<file path="src/rtl/argon_pkg.sv">
// Shared widths, flag bit positions and the writeback FIFO occupancy encoding.
package argon_pkg;

  localparam int DATA_W_DEF     = 16;
  localparam int REG_ADDR_W_DEF = 3;
  localparam int FLAGS_W        = 4;
  localparam int RETIRED_W      = 16;

  localparam int FLAG_Z = 0;
  localparam int FLAG_S = 1;
  localparam int FLAG_V = 2;
  localparam int FLAG_C = 3;

  typedef enum logic [1:0] {
    OCC_EMPTY = 2'd0,
    OCC_ONE   = 2'd1,
    OCC_FULL  = 2'd2
  } occ_e;

  // Repack a raw ALU flag nibble through the named bit positions.
  function automatic logic [FLAGS_W-1:0] pack_flags(input logic [FLAGS_W-1:0] raw);
    logic [FLAGS_W-1:0] f;
    f         = '0;
    f[FLAG_Z] = raw[FLAG_Z];
    f[FLAG_S] = raw[FLAG_S];
    f[FLAG_V] = raw[FLAG_V];
    f[FLAG_C] = raw[FLAG_C];
    return f;
  endfunction

endpackage

</file>
<file path="src/rtl/alu_writeback_if.sv">
// Handshake/bus bundle between the ALU, alu_writeback and the register file.
// Forwarding signals exist only when ALU_WB_FWD_EN is defined.
interface alu_writeback_if
  import argon_pkg::*;
#(
  parameter int DATA_W     = DATA_W_DEF,
  parameter int REG_ADDR_W = REG_ADDR_W_DEF
);

  logic                  i_valid;
  logic                  o_ready;
  logic [DATA_W-1:0]     i_result;
  logic [FLAGS_W-1:0]    i_flags;
  logic [REG_ADDR_W-1:0] i_rd;
  logic                  i_flags_we;
  logic                  o_rf_we;
  logic                  i_rf_ready;
  logic [REG_ADDR_W-1:0] o_rf_waddr;
  logic [DATA_W-1:0]     o_rf_wdata;
  logic [FLAGS_W-1:0]    o_flags;
  logic [RETIRED_W-1:0]  o_retired;
`ifdef ALU_WB_FWD_EN
  logic                  o_fwd_hit;
  logic [DATA_W-1:0]     o_fwd_data;
  logic [REG_ADDR_W-1:0] i_fwd_rs;
`endif

  modport master (
    output i_valid, i_result, i_flags, i_rd, i_flags_we, i_rf_ready,
`ifdef ALU_WB_FWD_EN
    output i_fwd_rs,
    input  o_fwd_hit, o_fwd_data,
`endif
    input  o_ready, o_rf_we, o_rf_waddr, o_rf_wdata, o_flags, o_retired
  );

  modport slave (
    input  i_valid, i_result, i_flags, i_rd, i_flags_we, i_rf_ready,
`ifdef ALU_WB_FWD_EN
    input  i_fwd_rs,
    output o_fwd_hit, o_fwd_data,
`endif
    output o_ready, o_rf_we, o_rf_waddr, o_rf_wdata, o_flags, o_retired
  );

endinterface

</file>
<file path="src/rtl/wb_fifo2.sv">
// Two-entry shift FIFO of pending register writes; entry 0 is always the head.
// The younger entry is exported only when ALU_WB_FWD_EN is defined.
module wb_fifo2
  import argon_pkg::*;
#(
  parameter int DATA_W     = DATA_W_DEF,
  parameter int REG_ADDR_W = REG_ADDR_W_DEF
) (
  input  logic                  clk,
  input  logic                  rst,
  input  logic                  push,
  input  logic                  pop,
  input  logic [REG_ADDR_W-1:0] push_rd,
  input  logic [DATA_W-1:0]     push_data,
  output occ_e                  occ,
  output logic [REG_ADDR_W-1:0] head_rd,
  output logic [DATA_W-1:0]     head_data
`ifdef ALU_WB_FWD_EN
  ,
  output logic [REG_ADDR_W-1:0] tail_rd,
  output logic [DATA_W-1:0]     tail_data
`endif
);

  occ_e                  occ_next;
  logic [REG_ADDR_W-1:0] rd0, rd1;
  logic [DATA_W-1:0]     data0, data1;

  always_ff @(posedge clk or posedge rst) begin
    if (rst) occ <= OCC_EMPTY;
    else     occ <= occ_next;
  end

  // The owner never pushes when FULL nor pops when EMPTY.
  always_comb begin
    occ_next = occ;
    case ({push, pop})
      2'b10:   occ_next = (occ == OCC_EMPTY) ? OCC_ONE : OCC_FULL;
      2'b01:   occ_next = (occ == OCC_FULL) ? OCC_ONE : OCC_EMPTY;
      default: occ_next = occ;
    endcase
  end

  always_ff @(posedge clk or posedge rst) begin
    if (rst) begin
      rd0   <= '0;
      rd1   <= '0;
      data0 <= '0;
      data1 <= '0;
    end else begin
      case ({push, pop})
        2'b10: begin
          if (occ == OCC_EMPTY) begin
            rd0   <= push_rd;
            data0 <= push_data;
          end else begin
            rd1   <= push_rd;
            data1 <= push_data;
          end
        end
        2'b01: begin
          rd0   <= rd1;
          data0 <= data1;
        end
        2'b11: begin
          if (occ == OCC_FULL) begin
            rd0   <= rd1;
            data0 <= data1;
            rd1   <= push_rd;
            data1 <= push_data;
          end else begin
            rd0   <= push_rd;
            data0 <= push_data;
          end
        end
        default: ;
      endcase
    end
  end

  assign head_rd   = rd0;
  assign head_data = data0;
`ifdef ALU_WB_FWD_EN
  assign tail_rd   = rd1;
  assign tail_data = data1;
`endif

endmodule

</file>
<file path="src/rtl/alu_writeback.sv">
// ALU writeback stage: buffers results for the register file, tracks flags and retired count.
// Define ALU_WB_FWD_EN to add operand forwarding from the pending-write FIFO.
module alu_writeback
  import argon_pkg::*;
#(
  parameter int DATA_W     = DATA_W_DEF,
  parameter int REG_ADDR_W = REG_ADDR_W_DEF
) (
  input  logic           i_clk,
  input  logic           i_rst,
  alu_writeback_if.slave bus
);

  occ_e                  occ;
  logic [REG_ADDR_W-1:0] head_rd;
  logic [DATA_W-1:0]     head_data;
  logic                  accept;
  logic                  fifo_push;
  logic                  fifo_pop;
`ifdef ALU_WB_FWD_EN
  logic [REG_ADDR_W-1:0] tail_rd;
  logic [DATA_W-1:0]     tail_data;
  logic                  head_hit;
  logic                  tail_hit;
`endif

  // r0 writes are dropped here so they never occupy a FIFO slot.
  assign accept    = bus.i_valid && bus.o_ready;
  assign fifo_push = accept && (bus.i_rd != '0);
  assign fifo_pop  = bus.o_rf_we && bus.i_rf_ready;

  wb_fifo2 #(
    .DATA_W     (DATA_W),
    .REG_ADDR_W (REG_ADDR_W)
  ) u_fifo (
    .clk       (i_clk),
    .rst       (i_rst),
    .push      (fifo_push),
    .pop       (fifo_pop),
    .push_rd   (bus.i_rd),
    .push_data (bus.i_result),
    .occ       (occ),
    .head_rd   (head_rd),
    .head_data (head_data)
`ifdef ALU_WB_FWD_EN
    ,
    .tail_rd   (tail_rd),
    .tail_data (tail_data)
`endif
  );

  assign bus.o_ready    = (occ != OCC_FULL);
  assign bus.o_rf_we    = (occ != OCC_EMPTY);
  assign bus.o_rf_waddr = head_rd;
  assign bus.o_rf_wdata = head_data;

  always_ff @(posedge i_clk or posedge i_rst) begin
    if (i_rst) begin
      bus.o_flags   <= '0;
      bus.o_retired <= '0;
    end else begin
      if (accept && bus.i_flags_we) bus.o_flags <= pack_flags(bus.i_flags);
      if (fifo_pop) bus.o_retired <= bus.o_retired + 16'd1;
    end
  end

`ifdef ALU_WB_FWD_EN
  // The younger entry wins when both slots target the same register.
  assign head_hit       = (occ != OCC_EMPTY) && (head_rd == bus.i_fwd_rs);
  assign tail_hit       = (occ == OCC_FULL) && (tail_rd == bus.i_fwd_rs);
  assign bus.o_fwd_hit  = (bus.i_fwd_rs != '0) && (head_hit || tail_hit);
  assign bus.o_fwd_data = tail_hit ? tail_data : head_data;
`endif

endmodule

</file>
<file path="src/flat_wrapper.sv">
// flat-port wrapper written by rule: the top's interface ports become plain ports
module alu_writeback_flat import argon_pkg::*;
#(
  parameter int DATA_W     = DATA_W_DEF,
  parameter int REG_ADDR_W = REG_ADDR_W_DEF
)
  (i_clk, i_rst, bus_i_valid, bus_i_result, bus_i_flags, bus_i_rd, bus_i_flags_we, bus_i_rf_ready, bus_o_ready, bus_o_rf_we, bus_o_rf_waddr, bus_o_rf_wdata, bus_o_flags, bus_o_retired);
  alu_writeback_if #(.DATA_W(DATA_W), .REG_ADDR_W(REG_ADDR_W)) bus_i ();
  input  logic i_clk;
  input  logic i_rst;
  input wire logic [$bits(bus_i.i_valid)-1:0] bus_i_valid;
  input wire logic [$bits(bus_i.i_result)-1:0] bus_i_result;
  input wire logic [$bits(bus_i.i_flags)-1:0] bus_i_flags;
  input wire logic [$bits(bus_i.i_rd)-1:0] bus_i_rd;
  input wire logic [$bits(bus_i.i_flags_we)-1:0] bus_i_flags_we;
  input wire logic [$bits(bus_i.i_rf_ready)-1:0] bus_i_rf_ready;
  output wire logic [$bits(bus_i.o_ready)-1:0] bus_o_ready;
  output wire logic [$bits(bus_i.o_rf_we)-1:0] bus_o_rf_we;
  output wire logic [$bits(bus_i.o_rf_waddr)-1:0] bus_o_rf_waddr;
  output wire logic [$bits(bus_i.o_rf_wdata)-1:0] bus_o_rf_wdata;
  output wire logic [$bits(bus_i.o_flags)-1:0] bus_o_flags;
  output wire logic [$bits(bus_i.o_retired)-1:0] bus_o_retired;
  assign bus_i.i_valid = bus_i_valid;
  assign bus_i.i_result = bus_i_result;
  assign bus_i.i_flags = bus_i_flags;
  assign bus_i.i_rd = bus_i_rd;
  assign bus_i.i_flags_we = bus_i_flags_we;
  assign bus_i.i_rf_ready = bus_i_rf_ready;
  assign bus_o_ready = bus_i.o_ready;
  assign bus_o_rf_we = bus_i.o_rf_we;
  assign bus_o_rf_waddr = bus_i.o_rf_waddr;
  assign bus_o_rf_wdata = bus_i.o_rf_wdata;
  assign bus_o_flags = bus_i.o_flags;
  assign bus_o_retired = bus_i.o_retired;
  alu_writeback #(.DATA_W(DATA_W), .REG_ADDR_W(REG_ADDR_W)) u_core (.i_clk(i_clk), .i_rst(i_rst), .bus(bus_i));
endmodule
</file>
<file path="config.mk">
export PLATFORM = sky130hd
export DESIGN_NAME = alu_writeback_flat
export DESIGN_NICKNAME = d
export VERILOG_FILES = /design/src/rtl/argon_pkg.sv /design/src/rtl/alu_writeback_if.sv /design/src/rtl/wb_fifo2.sv /design/src/rtl/alu_writeback.sv /design/src/flat_wrapper.sv
export SDC_FILE = /design/constraint.sdc
export NUM_CORES = 1
export LEC_CHECK = 0
export CAP_MARGIN = 20
export CORE_UTILIZATION = 50
export DETAILED_ROUTE_END_ITERATION = 7
export PLACE_DENSITY = 0.88
export SYNTH_ARGS = -nofsm -noshare
export SYNTH_HDL_FRONTEND = slang
export SYNTH_SLANG_ARGS = --single-unit
</file>
<file path="constraint.sdc">
create_clock -name i_clk -period 3 [get_ports i_clk]
set_input_delay 0.6 -clock i_clk [delete_from_list [all_inputs] [get_ports i_clk]]
set_output_delay 0.6 -clock i_clk [all_outputs]
set_load 0.005 [all_outputs]
</file>
==> flow_metrics.py <==
metrics = {
    "critical_path": {
        "critical_path.max_fanout": 19,
        "crit_family": "buffers and inverters",
        "criticalPathCategory": "in2reg",
        "worstPathRequired_ps": 3220,
        "worst_setup_path_start_kind": "primary input",
        "path_cells": "clkdlybuf4s50_1, or3_1, nand3_1, inv_1, ha_1, nand2_1, o211a_1, buf_12, mux2_2",
        "slowest_stage": "clkdlybuf4s50_1",
        "slowest_delay_ps": 450,
        "worstPathArrival_ps": 2780,
        "end_kind": "flip-flop",
        "cp.buffers_inverters": 3,
    },
    "placed_design": {
        "gp_congestion": 0.727,
        "post-place-ws_ps": 125,
        "dp_hpwl_mm": 3.47,
        "dp.cells": 352,
        "io_buffers": 68,
    },
    "power_and_ir_drop": {
        "vdd_drop_max_uv": 615,
        "seq_power_share_pct": 40.0,
        "netSwitchingPower_uw": 1110,
        "power_leakage_uw": 0.00158,
        "power_frac_clock_pct": 21.0,
        "p_int_uw": 2370,
        "netSwitchingFraction_pct": 31.9,
        "p_per_area_nw_per_um2": 947,
        "combPwrFrac_pct": 39.0,
    },
    "floorplan": {
        "dieArea_um2": 5880,
        "start_util_pct": 53.2,
        "num_rows": 26,
        "core-area_um2": 5240,
        "die_w_um": 76.7,
        "die_h_um": 76.7,
        "ios": 69,
    },
    "routing": {
        "vias": 1897,
        "wl_met2_mm": 2.61,
        "routed_wl_mm": 5.32,
        "vias_per_cell": 5.17,
        "drt-met1-wl_mm": 2.40,
        "ant_nets": 0,
        "wire_per_inst_um": 14.5,
        "dr.first_iter.drc_count": 104,
        "dr.max_layer_used": "met4",
        "dr_wl_met3_um": 250,
        "first_pass_iters": 4,
        "route.detailed.drc": 0,
    },
    "grt": {
        "grt_pass1_wl_mm": 9.25,
        "grt_overflow": 0,
        "grt_usage_pct": 20.6,
        "antenna_found_initial": 0,
        "grt_pass1_vias": 1954,
        "grt_max_degree": 61,
    },
    "clock_tree": {
        "root_buffer": "clkbuf_8",
        "postCtsResizedCells": 0,
        "cts_buffers": 9,
        "cts-htree-levels": 3,
        "clkLatencyLatePin_ps": 330,
        "cts_tree": "yes",
        "numClockSinks": 60,
        "cts_setup_buffers": 0,
        "clk_pin_slew_worst_paths_ps": 70,
        "cts_hold_buf": 0,
        "clock_path_buffers": 2,
    },
    "synth": {
        "yosys.area.top_type": "dfrtp_1",
        "seq_area_frac_synth_pct": 53.9,
        "synth-seq-cells": 60,
        "synth_fp_nets": 252,
        "synthCells": 220,
        "synth.area.top_cells": "dfrtp_1, mux2_4, mux2_2, xnor2_1, a22oi_2",
        "synth_top_area_share_pct": 53.9,
        "avgSynthCellArea_um2": 12.7,
        "yosys_warnings": 0,
        "synth.distinct_cells": 39,
        "syn_area_um2": 2790,
    },
    "outcome": {
        "status": "completed",
    },
    "cells_and_area": {
        "fin_nets": 325,
        "area_growth_pct": 32.2,
        "num-fill-cells": 390,
        "drive_above_1_share_pct": 20.5,
        "final-seq-area_um2": 1500,
        "multi_input_area_um2": 1140,
        "diodes": 0,
        "final_cell_mix": "clkdlybuf4s50_1, dfrtp_1, nand2_1, xnor2_1",
        "layout_commonest_cell": "clkdlybuf4s50_1",
        "final_cells": 367,
    },
    "timing": {
        "timing.final.hold_violations": 0,
        "fin_setup_tns_ps": 0,
        "finalCritPeriodShare_pct": 85.3,
        "max_freq_ghz": 0.391,
        "slew_headroom_pct": 51.4,
        "setup_ws_ps": 440,
        "skew_ps": 6.52,
        "finalSetupViolations": 0,
        "period_minus_slack_ps": 2560,
        "drv_slew": 0,
        "tightest_slew_ps": 730,
        "rsz0062_at_grt": "false",
    },
    "min_path": {
        "hp-class": "reg2reg",
    },
    "flow_run": {
        "cap_violations": 0,
    },
}
[synth_stat cells, drive strengths merged]
master and count:
dfrtp 60, nand2 30, mux2 23, o21ai 21, a22oi 19, xnor2 14
buf 9, nand3 8, inv 6, ha 4, nand4 4, nor2 4
a21oi 2, and4 2, nor3 2, xor2 2, a31oi 1, and2 1
and2b 1, clkbuf 1, nand2b 1, o211a 1, o211ai 1, o21a 1
or2 1, or3 1
[through the flow]
stage	hold slack, ps	utilization, %	power [uW]	area (um2)
2_1_floorplan	468	-	2250	2790
3_3_place_gp	461	66.5	2710	3480
3_5_place_dp	467	66.5	2760	3480
4_1_cts	476	70.3	3520	3680
5_1_grt	502	70.3	3720	3680
6_report	468	70.3	3490	3680
[state kept, by name, summed over array words and instances, names as in the netlist]
name / cells
u_core.u_fifo.occ: 2
u_core.u_fifo.head_data: 16
u_core.bus.o_flags: 4
u_core.u_fifo.head_rd: 3
u_core.bus.o_retired: 16
u_core.u_fifo.data1: 16
u_core.u_fifo.rd1: 3
[cell families after synthesis]
kind of cell,share of synthesized area [%]
buffers and inverters,5.03
xor gates and xnor gates,5.03
muxes,10.6
AOI/OAI and AO/OA,13.7
adders and majority gates,1.80
DFF,53.9
and+or+nand+nor,9.92
[power by group through the flow]
stage               combinational, uW  clock (uW)  sequential (uW)
detailed placement               1360           0             1400
global route                     1490         784             1440
global placement                 1330           0             1380
CTS                              1380         749             1390
floorplan                         891           0             1360
finish                           1360         731             1400
[final timing paths]
kind,startpoint,endpoint,slack [ps],cells past startpoint
worst max-delay path,bus_i_rd[0],u_core.u_fifo.data1[10],440,9
worst min-delay path,u_core.bus.o_retired[15],u_core.bus.o_retired[15],470,1
worst max register to register,u_core.u_fifo.occ[0],u_core.u_fifo.data1[10],840,8
worst min register to register,u_core.bus.o_retired[15],u_core.bus.o_retired[15],470,1
max in group asynchronous,i_rst,u_core.bus.o_retired[3],1730,3
min in group asynchronous,i_rst,u_core.u_fifo.data1[9],800,3
[layer usage]
metal,vias up,track usage [%]
met5,-,0
met4,0,10.6
met3,6,6.31
met2,51,31.5
met1,921,26.5
li1,919,-
[cell type report]
type | count | share of cell area (%)
flip-flops and latches | 60 | 40.8
multi-input cells | 144 | 31.1
repair buffers | 72 | 19.6
clock buffers | 11 | 4.11
well taps | 70 | 2.38
clock inverters | 4 | 1.33
inverters | 6 | 0.680
(Power assumes the default switching activity.)
